## src/rtl/td4_core.sv

```systemverilog
// TD4-style 4-bit execution core: fetches from a combinational program memory,
// executes one instruction per FETCH/EXEC pair, with run and single-step control.
module td4_core #(
    parameter logic [3:0] RESET_PC  = 4'h0,
    parameter logic [3:0] OUT_RESET = 4'h0
) (
    input  logic       clk,
    input  logic       rst,
    input  logic       run,
    input  logic       step,
    input  logic [3:0] opcode_in,
    input  logic [3:0] immediate_in,
    input  logic [3:0] in_port,
    output logic [3:0] pc,
    output logic [3:0] out_port,
    output logic [3:0] reg_a,
    output logic [3:0] reg_b,
    output logic       carry,
    output logic       busy,
    output logic       retired,
    output logic       self_loop
);

    typedef enum logic [1:0] {
        IDLE  = 2'd0,
        FETCH = 2'd1,
        EXEC  = 2'd2
    } state_t;

    localparam logic [3:0] OP_ADD_A = 4'b0000;
    localparam logic [3:0] OP_MOV_AB = 4'b0001;
    localparam logic [3:0] OP_IN_A  = 4'b0010;
    localparam logic [3:0] OP_MOV_A = 4'b0011;
    localparam logic [3:0] OP_MOV_BA = 4'b0100;
    localparam logic [3:0] OP_ADD_B = 4'b0101;
    localparam logic [3:0] OP_IN_B  = 4'b0110;
    localparam logic [3:0] OP_MOV_B = 4'b0111;
    localparam logic [3:0] OP_OUT_B = 4'b1001;
    localparam logic [3:0] OP_OUT_I = 4'b1011;
    localparam logic [3:0] OP_JNC   = 4'b1110;
    localparam logic [3:0] OP_JMP   = 4'b1111;

    state_t     state_q, state_d;
    logic [3:0] pc_q, pc_d;
    logic [3:0] a_q, a_d;
    logic [3:0] b_q, b_d;
    logic [3:0] out_q, out_d;
    logic       carry_q, carry_d;
    logic [7:0] ir_q, ir_d;
    logic       retired_q, retired_d;
    logic       self_q, self_d;
    logic       step_q, step_d;

    logic       step_rise;
    logic [3:0] op;
    logic [3:0] im;
    logic [4:0] sum_a;
    logic [4:0] sum_b;

    assign step_rise = step & ~step_q;
    assign op        = ir_q[7:4];
    assign im        = ir_q[3:0];
    assign sum_a     = {1'b0, a_q} + {1'b0, im};
    assign sum_b     = {1'b0, b_q} + {1'b0, im};

    always_ff @(posedge clk or posedge rst) begin
        if (rst) begin
            state_q   <= IDLE;
            pc_q      <= RESET_PC;
            a_q       <= 4'h0;
            b_q       <= 4'h0;
            out_q     <= OUT_RESET;
            carry_q   <= 1'b0;
            ir_q      <= 8'h00;
            retired_q <= 1'b0;
            self_q    <= 1'b0;
            step_q    <= 1'b0;
        end else begin
            state_q   <= state_d;
            pc_q      <= pc_d;
            a_q       <= a_d;
            b_q       <= b_d;
            out_q     <= out_d;
            carry_q   <= carry_d;
            ir_q      <= ir_d;
            retired_q <= retired_d;
            self_q    <= self_d;
            step_q    <= step_d;
        end
    end

    // Step rises seen outside IDLE or while running are dropped, not queued.
    always_comb begin
        state_d = state_q;
        case (state_q)
            IDLE:    if (run || step_rise) state_d = FETCH;
            FETCH:   state_d = EXEC;
            EXEC:    state_d = run ? FETCH : IDLE;
            default: state_d = IDLE;
        endcase
    end

    always_comb begin
        pc_d      = pc_q;
        a_d       = a_q;
        b_d       = b_q;
        out_d     = out_q;
        carry_d   = carry_q;
        ir_d      = ir_q;
        self_d    = self_q;
        step_d    = step;
        retired_d = (state_q == EXEC);
        if (state_q == FETCH) begin
            ir_d = {opcode_in, immediate_in};
        end
        if (state_q == EXEC) begin
            // Only ADD produces a carry; JNC reads carry_q, the pre-EXEC value.
            carry_d = 1'b0;
            pc_d    = pc_q + 4'd1;
            self_d  = 1'b0;
            case (op)
                OP_ADD_A:  {carry_d, a_d} = sum_a;
                OP_ADD_B:  {carry_d, b_d} = sum_b;
                OP_MOV_A:  a_d = im;
                OP_MOV_B:  b_d = im;
                OP_MOV_AB: a_d = b_q;
                OP_MOV_BA: b_d = a_q;
                OP_IN_A:   a_d = in_port;
                OP_IN_B:   b_d = in_port;
                OP_OUT_B:  out_d = b_q;
                OP_OUT_I:  out_d = im;
                OP_JMP: begin
                    pc_d   = im;
                    self_d = (im == pc_q);
                end
                OP_JNC:    if (!carry_q) pc_d = im;
                default:   ;
            endcase
        end
    end

    always_comb begin
        busy      = (state_q != IDLE);
        pc        = pc_q;
        reg_a     = a_q;
        reg_b     = b_q;
        out_port  = out_q;
        carry     = carry_q;
        retired   = retired_q;
        self_loop = self_q;
    end

endmodule

```

## config.mk

```make
export PLATFORM = sky130hd
export DESIGN_NAME = td4_core
export DESIGN_NICKNAME = d
export VERILOG_FILES = /design/src/rtl/td4_core.sv
export SDC_FILE = /design/constraint.sdc
export NUM_CORES = 1
export LEC_CHECK = 0
export CORE_MARGIN = 2
export CORE_UTILIZATION = 51
export DETAILED_ROUTE_END_ITERATION = 16
export MAX_ROUTING_LAYER = met4
export PLACE_DENSITY = 0.79
export SLEW_MARGIN = 15
export SYNTH_ARGS = -nofsm -noshare
export SYNTH_HDL_FRONTEND = slang
export SYNTH_SLANG_ARGS = --single-unit
```

## constraint.sdc

```tcl
create_clock -name clk -period 2.6 [get_ports clk]
set_input_delay 0.39 -clock clk [delete_from_list [all_inputs] [get_ports clk]]
set_output_delay 0.39 -clock clk [all_outputs]
set_load 0.02 [all_outputs]
```

==> run summary <==
routability cong. = 0.883
Sw Ratio = 41.1%
Layout Cell Area excl Fill = 0.00230 mm^2
crit path buf inv count = 1
GRT met2 Usage = 38.8%
reg2reg start = ir_q[0]$_DFFE_PP0N_
Filler cells = 284
worst-path cell chain = ha_1, inv_1, fa_1, xnor2_1, mux4_2, mux2_2
cell count after placement = 242
R2R cell count = 6
Hold WS = 0.432 ns
R2R setup slack = 0.45 ns
gr usage total = 23.6%
period utilization = 82.5%
Finish-stage setup viols = 0
ys async rst share = 100%
CTS buffer count = 5
unrepaired setup endpoints after global routing = no
outcome = completed
vias in the first global route = 1,473
Critical Path End Type = register
WS Path Type = register to register
Clock Pin Slew Worst Setup and Hold Paths = 0.10 ns
largest fanout on the critical path = 8
synthesized flop and latch total = 30
post-synth top area share = 40.6%
Antenna diodes = 0
min Tclk post-route = 2.15 ns
Die W = 64.2 um
sequential fraction of the synthesis area = 40.6%
Max-Cap Viols = 0
worst setup path startpoint = ir_q[0]$_DFFE_PP0N_
Remaining Overflow, GRT = 0
Peak VDD IR = 0.577 mV
Main synth FF type = dfrtp_1
combinational share of power = 52.3%
clk_lat worst skew = 0.34 ns
gr busiest metal = met2
DRC viols = 0
Setup Skew = 0.0111 ns
PwrDens = 1150 mW/mm^2
Internal Power = 1.55 mW
IO Port Bufs = 35
Worst slew margin = 53.2%
largest net degree at the start of global routing = 31
Area contributors post-synth = dfrtp_1, mux2_2, ha_1
Clock Path Buffers = 2
Starting Density = 54.1%
Avg WL per Cell = 17.0 um
switching power = 1.08 mW
share of layout cells above drive strength 1 = 17.2%
Final Hold Violating Endpoints = 0
Final Non-Filler Cells = 250
max-slew violations = 0
row count = 21
total chip power = 2.63 mW
EDFF count, synth = 0
crit path launch type = register
post-route ant nets = 0
leak pwr = 1.00 nW
die extent in y = 64.2 um
slowest CP cell = dfrtp_1
Post-DP HPWL = 2990 um
CP required = 2.84 ns
die area = 0.00412 mm^2
sequential share of power = 34.3%
TritonRoute pass-1 iters = 4
Resized cells post-CTS = 0
crit-path max cell delay = 0.50 ns
Root Buffer = clkbuf_4
CTS sink count = 30
initial antenna violation count = 0
H-tree depth = 2
area of the multi-input gates = 995 um^2
via total after detailed routing = 1,452
Post-Syn Area = 0.00185 mm^2
yosys warns = 0
setup_tns = 0 ns
Sequential cell area = 751 um^2
post-synth net total = 192
Worst Tran Pin Value = 0.702 ns
Top Ports = 36
final net count = 230
Clock power frac = 13.4%
Synth-to-Final Area Change = 24.2%
Max Fclk = 466 MHz
CTS tree = built
CP Data Arrival Time = 2.38 ns
Post-Syn Instances = 165
worst hold path type = input port to asynchronous set/reset pin
CP delay by family, top = multiplexers
drt total wl = 4240 um
most area-hungry cell type in the Yosys netlist = dfrtp_1
DR iter-0 viols = 84
Area after DPL = 0.00222 mm^2
first-pass GRT wire length = 7000 um
hold-fix buffer count after cts = 0
GRT met1 Usage = 27.4%
post-synthesis cell type count = 44
met3 usage = 5.99%
post-CTS setup buffers = 0
Avg Synthesized Cell Area = 11.2 um^2
Worst R2R End = reg_a[2]$_DFFE_PP0P_
Core Footprint = 0.00342 mm^2
Via density = 5.81
## sequential cells by signal, summed over array words and instances, names as in the netlist
register / cells
retired: 1
state_q: 2
self_loop: 1
ir_q: 8
pc: 4
reg_a: 4
reg_b: 4
step_q: 1
carry: 1
out_port: 4
## per-stage QoR
stage | setup WS [ns] | util (%)
after global routing | 0.339 | 67.2
final | 0.454 | 67.2
after floorplan | 0.569 | -
after global placement | 0.542 | 64.9
after detailed placement | 0.477 | 64.9
after CTS | 0.465 | 67.2
## layout by cell type (no fill, tap or decap), drive strengths merged, types with 2 or more instances in the layout
cell type	synthesis	layout
a21o	3	3
a21oi	6	6
buf	6	3
clkbuf	1	8
clkdlybuf4s50	0	35
dfrtp	30	30
fa	2	2
ha	9	9
inv	11	11
mux2	14	14
mux2i	5	5
mux4	5	5
nand2	14	14
nand2b	4	4
nand3	7	7
nor2	3	3
nor2b	4	4
nor3	2	2
nor3b	2	2
o21ai	12	12
o22ai	5	5
o31ai	2	2
or2	2	2
xnor2	5	5
## cell type report
class                      count  share of cell area [%]
sequential                    30                    32.7
tap                           46                    2.51
clock buffer                   8                    3.43
inverter                      11                    1.80
timing repair buffer          38                    16.2
multi-input combinational    117                    43.3
## Yosys cell counts (all sizes together) (2+ instances only)
master  instances
dfrtp          30
mux2           14
nand2          14
o21ai          12
inv            11
ha              9
nand3           7
a21oi           6
buf             6
mux2i           5
mux4            5
o22ai           5
xnor2           5
nand2b          4
nor2b           4
a21o            3
nor2            3
fa              2
nor3            2
nor3b           2
o31ai           2
or2             2
## metal layers
metal | up-vias | share of wire [%]
met1 | 716 | 41
met4 | 0 | 2.1
met5 | - | 0
met3 | 10 | 6.1
met2 | 54 | 50
li1 | 672 | -
## power groups by stage
| stage | Combinational, mW | Clock [mW] | Sequential, mW |
|---|---|---|---|
| after floorplan | 0.815 | 0 | 0.970 |
| after global placement | 1.31 | 0 | 0.893 |
| after detailed placement | 1.36 | 0 | 0.908 |
| after CTS | 1.38 | 0.359 | 0.899 |
| after global routing | 1.49 | 0.389 | 0.934 |
| final | 1.37 | 0.352 | 0.903 |
## worst register-to-register path, cell delays in order (launching register included)
cell and delay [ns]:
dfrtp_1 0.50, ha_1 0.24, inv_1 0.06, fa_1 0.40, xnor2_1 0.14, mux4_2 0.44, mux2_2 0.27
## cells by family after synthesis
group,Yosys count,synth area share (%)
simple gates,41,11.8
compound gates,35,12.7
flops,30,40.6
mux,24,18.1
buf+inv,18,5.55
fa+ha+maj,11,8.26
xor+xnor,6,2.84
## worst max path at each step
stage / to / slack (ns) / cells after the start
2_1_floorplan: reg_a[2]$_DFFE_PP0P_ / 0.57 / 6
3_3_place_gp: reg_a[2]$_DFFE_PP0P_ / 0.54 / 6
3_5_place_dp: reg_a[2]$_DFFE_PP0P_ / 0.48 / 6
4_1_cts: reg_a[2]$_DFFE_PP0P_ / 0.46 / 6
5_1_grt: reg_a[2]$_DFFE_PP0P_ / 0.34 / 6
6_report: reg_a[2]$_DFFE_PP0P_ / 0.45 / 6
(Power assumes the default switching activity.)
